===== config.mk =====
export PLATFORM = sky130hd
export DESIGN_NAME = instr_encoder
export DESIGN_NICKNAME = d
export VERILOG_FILES = /design/src/rtl/instr_encoder.sv
export SDC_FILE = /design/constraint.sdc
export NUM_CORES = 1
export LEC_CHECK = 0
export ABC_AREA = 1
export CAP_MARGIN = 20
export CORE_UTILIZATION = 44
export CTS_CLUSTER_DIAMETER = 40
export DETAILED_ROUTE_END_ITERATION = 16
export PLACE_DENSITY = 0.85
export SLEW_MARGIN = 20
export SYNTH_ARGS = -nofsm -noshare
export SYNTH_HDL_FRONTEND = slang
export SYNTH_SLANG_ARGS = --single-unit

===== constraint.sdc =====
create_clock -name clk -period 2.6 [get_ports clk]
set_input_delay 0.39 -clock clk [delete_from_list [all_inputs] [get_ports clk]]
set_output_delay 0.39 -clock clk [all_outputs]
set_load 0.02 [all_outputs]

===== src/rtl/instr_encoder.sv =====
// instr_encoder: packs symbolic requests into MIPS words written to imem; ENC_LI_EXPAND_EN adds LI -> LUI+ORI
module instr_encoder #(
  parameter int ADDR_W = 6
) (
  input  logic              clk,
  input  logic              reset,
  input  logic              req_valid,
  output logic              req_ready,
  input  logic [3:0]        req_kind,
  input  logic [4:0]        req_rs,
  input  logic [4:0]        req_rt,
  input  logic [4:0]        req_rd,
  input  logic [31:0]       req_imm,
  output logic              wr_en,
  output logic [ADDR_W-1:0] wr_addr,
  output logic [31:0]       wr_data,
  output logic [ADDR_W:0]   count,
  output logic              full,
  output logic              err
);
  localparam int DEPTH = 2 ** ADDR_W;
  logic        run, acc, li, last, li_go, lo, emit;
  logic [4:0]  lo_rt;
  logic [15:0] lo_imm;
  logic [31:0] enc, nxt;
  assign full      = count[ADDR_W];
  assign last      = count == (ADDR_W + 1)'(DEPTH - 1);
  assign req_ready = run & ~reset & ~full & ~lo;
  assign acc       = req_valid & req_ready;
  assign li        = req_kind == 4'd15;
`ifdef ENC_LI_EXPAND_EN
  assign li_go = acc & li & ~last;
  always_ff @(posedge clk) begin
    if (reset) begin
      lo     <= 1'b0;
      lo_rt  <= '0;
      lo_imm <= '0;
    end else begin
      lo <= li_go;
      if (li_go) begin
        lo_rt  <= req_rt;
        lo_imm <= req_imm[15:0];
      end
    end
  end
`else
  assign li_go  = 1'b0;
  assign lo     = 1'b0;
  assign lo_rt  = '0;
  assign lo_imm = '0;
`endif
  always_comb begin
    enc = '0;
    case (req_kind)
      4'd0:  enc = {6'b000000, req_rs, req_rt, req_rd, 5'd0, 6'b100001};
      4'd1:  enc = {6'b000000, req_rs, req_rt, req_rd, 5'd0, 6'b100011};
      4'd2:  enc = {6'b000000, req_rs, req_rt, req_rd, 5'd0, 6'b100100};
      4'd3:  enc = {6'b000000, req_rs, req_rt, req_rd, 5'd0, 6'b100101};
      4'd4:  enc = {6'b000000, req_rs, req_rt, req_rd, 5'd0, 6'b101011};
      4'd5:  enc = {6'b100011, req_rs, req_rt, req_imm[15:0]};
      4'd6:  enc = {6'b101011, req_rs, req_rt, req_imm[15:0]};
      4'd7:  enc = {6'b000100, req_rs, req_rt, req_imm[15:0]};
      4'd8:  enc = {6'b001001, req_rs, req_rt, req_imm[15:0]};
      4'd9:  enc = {6'b000010, req_imm[25:0]};
      4'd10: enc = {6'b001111, 5'd0, req_rt, req_imm[15:0]};
      4'd11: enc = {6'b001101, req_rs, req_rt, req_imm[15:0]};
      4'd12: enc = {6'b000001, req_rs, 5'd0, req_imm[15:0]};
      4'd13: enc = {6'b000011, req_imm[25:0]};
      4'd14: enc = {6'b000000, req_rs, 15'd0, 6'b001000};
      default: enc = {6'b001111, 5'd0, req_rt, req_imm[31:16]};
    endcase
  end
  assign nxt  = lo ? {6'b001101, lo_rt, lo_rt, lo_imm} : enc;
  assign emit = lo | (acc & (~li | li_go));
  always_ff @(posedge clk) begin
    if (reset) begin
      run     <= 1'b0;
      wr_en   <= 1'b0;
      wr_addr <= '0;
      wr_data <= '0;
      count   <= '0;
      err     <= 1'b0;
    end else begin
      run   <= 1'b1;
      wr_en <= emit;
      err   <= err | (acc & li & ~li_go);
      if (emit) begin
        wr_addr <= count[ADDR_W-1:0];
        wr_data <= nxt;
        count   <= count + 1'b1;
      end
    end
  end
endmodule


==> summary.md, run 1 <==
| Metric | Value |
|---|---|
| Sequential Power Share | `0.459` |
| Pwr/cell area | `512 nW/µm²` |
| Placement Setup Slack | `469 ps` |
| N_diodes | `0` |
| TNS Setup | `0 ps` |
| WL/cell | `12.1 µm` |
| # rows | `25` |
| Net Sw Frac | `0.266` |
| Commonest cells in the netlist | `a21oi_1, nand2_1, dfxtp_1` |
| Non-filler cells, final | `448` |
| CP endpoint kind | `output port` |
| Final net count | `435` |
| Postcts setup bufs | `0` |
| DRT iter0 DRCs | `101` |
| Drt drc | `0` |
| Worst setup SP type | `input pin` |
| I/O Pins | `103` |
| Synthesized net count | `344` |
| Internal power | `1240 µW` |
| Syn_area_per_cell | `7.62 µm²` |
| Clock Tree Root | `clkbuf_8` |
| Final Cycle Share | `0.803` |
| Initial core utilization | `0.463` |
| Placed Instances | `440` |
| Min-Delay Path Class | `reg2reg` |
| Hold Crit Start | `wr_addr[0]` |
| DRT Pass-1 Iters | `4` |
| Clock Sinks | `47` |
| Relative slew slack | `0.529` |
| Largest cells by area after synthesis | `dfxtp_1, a21oi_1, nand2_1, nand2_4, o21ai_0` |
| Reg2reg start | `count[6]` |
| CP max stage delay | `630 ps` |
| Clock Pin Slew Worst Setup and Hold Paths | `80 ps` |
| Outcome | `finished clean` |
| RSZ-0062 raised after global routing | `no` |
| Clock power share | `0.330` |
| Area growth from synthesis to layout | `49.7%` |
| R2R depth | `7` |
| Worst path arrival time | `1700 ps` |
| YS warnings | `0` |
| Peak supply drop | `0.000338 V` |
| Synthesized cell area | `2200 µm²` |
| Hold endpoint | `wr_addr[0]` |
| Hpwl dp | `3900 µm` |
| Final Util | `0.693` |
| Clock latency on the worst-skew pair | `300 ps` |
| Die Area | `5290 µm²` |
| Largest net degree at the start of global routing | `39` |
| Fin Clk Skew | `8.49 ps` |
| Initial antenna violation count | `0` |
| Slew @ Worst Pin | `704 ps` |
| Switch Pwr | `448 µW` |
| Worst endpoint required time | `2210 ps` |
| Combinational fraction of design power | `0.211` |
| Setup-failing EPs final | `0` |
| Placer congestion estimate | `0.859` |
| H-tree depth | `2` |
| Post-layout min period | `2090 ps` |
| Layout cells sized above 1 | `0.134` |
| DRT antenna net count | `0` |
| Critical-path maximum fanout | `3` |
| Most frequent cell on the critical path | `clkdlybuf4s50_1` |
| Worst path slowest cell | `clkdlybuf4s50_1` |
| CTS max path bufs | `2` |
| Fmax | `0.479 GHz` |
| Number of synthesized register bits | `47` |
| Die H | `72.7 µm` |
| Count leader, synth | `a21oi_1` |
| Seq/Total Area, Yosys | `0.428` |
| P_leak | `0.00135 µW` |
| First-pass GRT wire length | `8790 µm` |
| Synth top area share | `0.428` |
| I/O Buffers | `95` |
| Fraction of registers with async set/reset | `0` |
| Chip width | `72.7 µm` |
| Pins Over Slew Limit | `0` |
| Aggregate global routing overflow | `0` |
| Num CTS Buffers | `5` |
| Vias per Instance | `4.97` |
| Post-CTS sizing | `0` |
| Dominant cell type by area after synthesis | `dfxtp_1` |
| Max_cap viols | `0` |
| Synth Instances | `289` |
| Core Footprint | `4750 µm²` |
| Hold_buf cts | `0` |
| Via count | `2228` |
| Worst path cell trace | `clkdlybuf4s50_1 > inv_2 > nand2_1 > nor2_2 > clkdlybuf4s50_1` |
| Vias in the first global route | `1983` |
| Synth Flop Type | `dfxtp_1` |
| CTS tree | `done` |
| CP Class | `in2out` |
| Hold Path Stages | `2` |
| Final setup margin | `512 ps` |
| FILL cells | `405` |
| DRT Wirelength | `5420 µm` |
| RR Endpoint | `wr_data[29]` |
| Final Hold Viols | `0` |
| GRT Total Usage | `0.211` |
| EDFF count, synth | `0` |
| R2R setup slack | `1160 ps` |
| Distinct cells, synth | `26` |
## cell usage in the layout (no fill, tap or decap)
cell / n
clkinv_2: 1
a21oi_1: 62
nor2_4: 2
nor2_1: 31
a31oi_1: 1
nor3_1: 1
ha_1: 1
clkdlybuf4s50_1: 95
inv_1: 7
o21ai_1: 2
o21ai_0: 24
clkinv_1: 1
clkbuf_8: 6
nand2_1: 49
nand2_2: 5
buf_4: 6
conb_1: 1
nand4_1: 1
bufinv_16: 1
nand3_1: 5
nor2_2: 4
inv_2: 5
nand2_4: 11
dfxtp_1: 47
a21oi_2: 10
xor2_1: 2
## kinds of logic (layout without fill, tap and decap cells)
group | count (synthesis) | after routing | synth area share
buffers and inverters | 30 | 122 | 0.0694
xor gates and xnor gates | 2 | 2 | 0.00796
adders and majority gates | 1 | 1 | 0.00568
AOI/OAI and AO/OA | 99 | 99 | 0.243
and+or+nand+nor | 109 | 109 | 0.245
other | 1 | 1 | 0.00170
DFF | 47 | 47 | 0.428
## metrics by stage
| stage | instance area, µm² | hold slack, ps | total power, µW |
|---|---|---|---|
| floorplan | 2200 | 519 | 979 |
| global placement | 3180 | 449 | 1140 |
| detailed placement | 3180 | 451 | 1150 |
| CTS | 3290 | 465 | 1710 |
| global route | 3290 | 490 | 1770 |
| finish | 3290 | 464 | 1690 |
## routing by layer
layer	track usage	up-vias	wire length [µm]
met4	0.0654	0	80
met5	0	-	0
met3	0.0552	9	295
li1	-	1136	-
met1	0.253	1010	2380
met2	0.369	73	2670
## layout make-up
| class | count | area (µm²) | share of cell area |
|---|---|---|---|
| Timing Repair Buffer | 101 | 996 | 0.302 |
| Inverter | 13 | 48.8 | 0.0148 |
| Clock inverter | 2 | 35.0 | 0.0106 |
| Tap cell | 67 | 83.8 | 0.0254 |
| Multi-Input combinational cell | 212 | 1110 | 0.336 |
| Sequential cell | 47 | 941 | 0.286 |
| Clock buffer | 6 | 82.6 | 0.0251 |
## flip-flops by register name, indices dropped and copies added (netlist names)
| register | cells |
|---|---|
| run | 1 |
| count | 7 |
| wr_data | 31 |
| wr_en | 1 |
| wr_addr | 6 |
| err | 1 |
## worst max path at each step
| stage | from | endpoint | slack (ps) |
|---|---|---|---|
| after global routing | reset | req_ready | 460 |
| final | reset | req_ready | 510 |
| after floorplan | reset | wr_data[13] | 1070 |
| after global placement | req_kind[1] | wr_data[23] | 490 |
| after CTS | reset | req_ready | 510 |
| after detailed placement | req_kind[1] | wr_data[19] | 470 |
## worst max-delay path: cells and delay by family
family | cells | cell delay, ps
buf+inv | 3 | 1120
simple gates | 2 | 190
## power groups by stage
stage	sequential (µW)	clock (µW)	combinational [µW]
2_1_floorplan	833	0	146
5_1_grt	778	602	387
6_report	774	556	356
3_3_place_gp	789	0	353
4_1_cts	774	579	359
3_5_place_dp	790	0	358
Note: power is estimated with default switching activity, not from simulation.
==> run 2, diff against run 1 <==
--- a/config.mk
+++ b/config.mk
@@ -7,10 +7,10 @@
 export LEC_CHECK = 0
 export ABC_AREA = 1
 export CAP_MARGIN = 20
-export CORE_UTILIZATION = 44
+export CORE_UTILIZATION = 37
 export CTS_CLUSTER_DIAMETER = 40
 export DETAILED_ROUTE_END_ITERATION = 16
-export PLACE_DENSITY = 0.85
+export PLACE_DENSITY = 0.76
 export SLEW_MARGIN = 20
 export SYNTH_ARGS = -nofsm -noshare
 export SYNTH_HDL_FRONTEND = slang
==> constraint.sdc (replaced) <==
create_clock -name clk -period 1.9 [get_ports clk]
set_input_delay 0.285 -clock clk [delete_from_list [all_inputs] [get_ports clk]]
set_output_delay 0.285 -clock clk [all_outputs]
set_load 0.02 [all_outputs]
==> summary.md, run 2 (synthesis gave the netlist of run 1 again) <==
| Metric | Value |
|---|---|
| Outcome | `finished clean` |
| N_diodes | `0 (unchanged)` |
| Hold Path Stages | `2 (unchanged)` |
| Postcts setup bufs | `0 (unchanged)` |
| Min-Delay Path Class | `reg2reg` |
| Initial antenna violation count | `0 (unchanged)` |
| Setup-failing EPs final | `0 (unchanged)` |
| Hpwl dp | `4330 µm (+11%)` |
| Worst path arrival time | `1390 ps (-310 ps)` |
| Final Util | `0.605 (-0.0880)` |
| Peak supply drop | `0.000526 V (+56%)` |
| Sequential Power Share | `0.478 (+0.019)` |
| CTS max path bufs | `2 (unchanged)` |
| Hold endpoint | `wr_data[31]` |
| Chip width | `79.1 µm (+8.8%)` |
| Net Sw Frac | `0.282 (+0.0161)` |
| Core Footprint | `5610 µm² (+18%)` |
| Post-CTS sizing | `0 (unchanged)` |
| Crit path max-delay family | `buffers and inverters` |
| Vias per Instance | `4.88 (-2.0%)` |
| Critical-path maximum fanout | `6 (+3)` |
| Max_cap viols | `0 (unchanged)` |
| Aggregate global routing overflow | `0 (unchanged)` |
| Post-layout min period | `1670 ps` |
| R2R setup slack | `600 ps (-560 ps)` |
| Most frequent cells in the layout | `clkdlybuf4s50_1, a21oi_1, nand2_1, dfxtp_1, nor2_1` |
| Die Area | `6260 µm² (+18%)` |
| Largest registers | `wr_data: 31 flops, count: 7 flops, wr_addr: 6 flops` |
| Max FFs per register | `31 (unchanged)` |
| WL/cell | `12.3 µm (+2.0%)` |
| Hold Crit Start | `wr_data[31]` |
| Fmax | `0.598 GHz` |
| I/O Pins | `103 (unchanged)` |
| Placed Instances | `456 (+3.6%)` |
| Pins Over Slew Limit | `0 (unchanged)` |
| Clock power share | `0.287 (-0.043)` |
| Stages on worst setup path | `1 (-4)` |
| Worst path cell trace | `clkdlybuf4s50_1` |
| Final net count | `446 (+2.5%)` |
| Combinational fraction of design power | `0.235 (+0.024)` |
| Final Hold Viols | `0 (unchanged)` |
| # rows | `27 (+8.0%)` |
| Top reg by flops | `wr_data` |
| CP Class | `reg2out` |
| TNS Setup | `0 ps (unchanged)` |
| GRT Total Usage | `0.193 (-0.0184)` |
| Num CTS Buffers | `5 (unchanged)` |
| Fin Clk Skew | `5.88 ps (-2.61 ps)` |
| Placed Instance Area | `3290 µm² (+3.6%)` |
| Via count | `2262 (+1.5%)` |
| Pwr/cell area | `653 nW/µm² (+28%)` |
| CP max stage delay | `640 ps (about the same)` |
| Layout cells sized above 1 | `0.158 (+0.0243)` |
| Initial core utilization | `0.392 (-0.0704)` |
| DRT iter0 DRCs | `108 (+6.9%)` |
| Most common cell after layout, fill and taps aside | `clkdlybuf4s50_1` |
| Buf+Inv Stages, Crit Path | `1 (-2)` |
| P_leak | `0.00141 µW (+4.6%)` |
| First-pass GRT wire length | `9670 µm (+10%)` |
| Clock Tree Root | `clkbuf_8` |
| Hold_buf cts | `0 (unchanged)` |
| Worst setup SP type | `register` |
| Clock Pin Slew Worst Setup and Hold Paths | `90 ps (about the same)` |
| I/O Buffers | `95 (unchanged)` |
| Worst endpoint required time | `1620 ps (-590 ps)` |
| Area growth from synthesis to layout | `54.1%` |
| Internal power | `1590 µW (+28%)` |
| RR Endpoint | `wr_data[20]` |
| Reg2reg start | `count[6]` |
| Final Cycle Share | `0.880` |
| Placer congestion estimate | `0.845 (-1.6%)` |
| Drt drc | `0 (unchanged)` |
| Switch Pwr | `625 µW (+39%)` |
| DRT antenna net count | `0 (unchanged)` |
| Vias in the first global route | `2244 (+13%)` |
| DRT Pass-1 Iters | `4 (unchanged)` |
| R2R depth | `6 (-1)` |
| Design area | `3390 µm² (+3.0%)` |
| Clock Sinks | `47 (unchanged)` |
| CTS tree | `done` |
| Non-filler cells, final | `464 (+3.6%)` |
| CP endpoint kind | `output port` |
| DRT Wirelength | `5730 µm (+5.6%)` |
| Clock latency on the worst-skew pair | `300 ps (about the same)` |
| H-tree depth | `2 (unchanged)` |
| Largest net degree at the start of global routing | `39 (unchanged)` |
| RSZ-0062 raised after global routing | `no` |
| Worst path slowest cell | `clkdlybuf4s50_1` |
| Die H | `79.1 µm (+8.8%)` |
run 2: changes by cell type in the layout (fill, tap and decap cells not counted):
| cell | delta |
|---|---|
| clkdlybuf4s50_1 | -1 |
| dlymetal6s2s_1 | +1 |
| clkinv_2 | -1 |
| clkinvlp_4 | +1 |
| bufinv_16 | -1 |
| buf_12 | +2 |
| buf_4 | +9 |
| clkinv_4 | +1 |
run 2: cell type report:
cell class                 count  area (µm²)
fill                         528        2220
tap                           72        90.1
inverter                      13        48.8
multi-input combinational    212        1110
clock inverter                 2        16.3
timing repair buffer         112        1110
sequential                    47         941
clock buffer                   6        82.6
run 2: worst max-delay path by stage:
stage / from / endpoint / slack [ps]
after floorplan: reset / wr_data[13] / 470
after global placement: req_kind[0] / wr_addr[1] / 30
after detailed placement: req_kind[0] / count[1] / 5
after CTS: reset / req_ready / 50
after global routing: count[6] / full / 170
final: count[0] / count[0] / 230
run 2: metal layers:
layer | track usage | share of wire | vias up
met4 | 0.0418 | 0.010 | 0
met3 | 0.0552 | 0.064 | 6
met5 | 0 | 0 | -
met1 | 0.221 | 0.44 | 1027
met2 | 0.352 | 0.48 | 65
li1 | - | - | 1164
run 2: power by group through the flow:
stage	sequential, µW	clock [µW]	combinational (µW)
6_report	1060	635	521
5_1_grt	1060	703	566
4_1_cts	1060	664	526
3_5_place_dp	1080	0	525
3_3_place_gp	1080	0	517
2_1_floorplan	1140	0	200
run 2: metrics by stage:
step	total power [µW]	hold WS [ps]	setup WS [ps]
finish	2220	467	227
global route	2330	485	166
CTS	2250	469	52.3
detailed placement	1610	458	5.34
global placement	1600	449	31.3
floorplan	1340	414	471
run 2: worst reg2reg max path: stages, from the launching register on:
cell and delay, ps:
dfxtp_1 370, nor2_1 110, nand3_1 110, nor2_4 160, buf_4 250, o21ai_0 120
a21oi_1 130
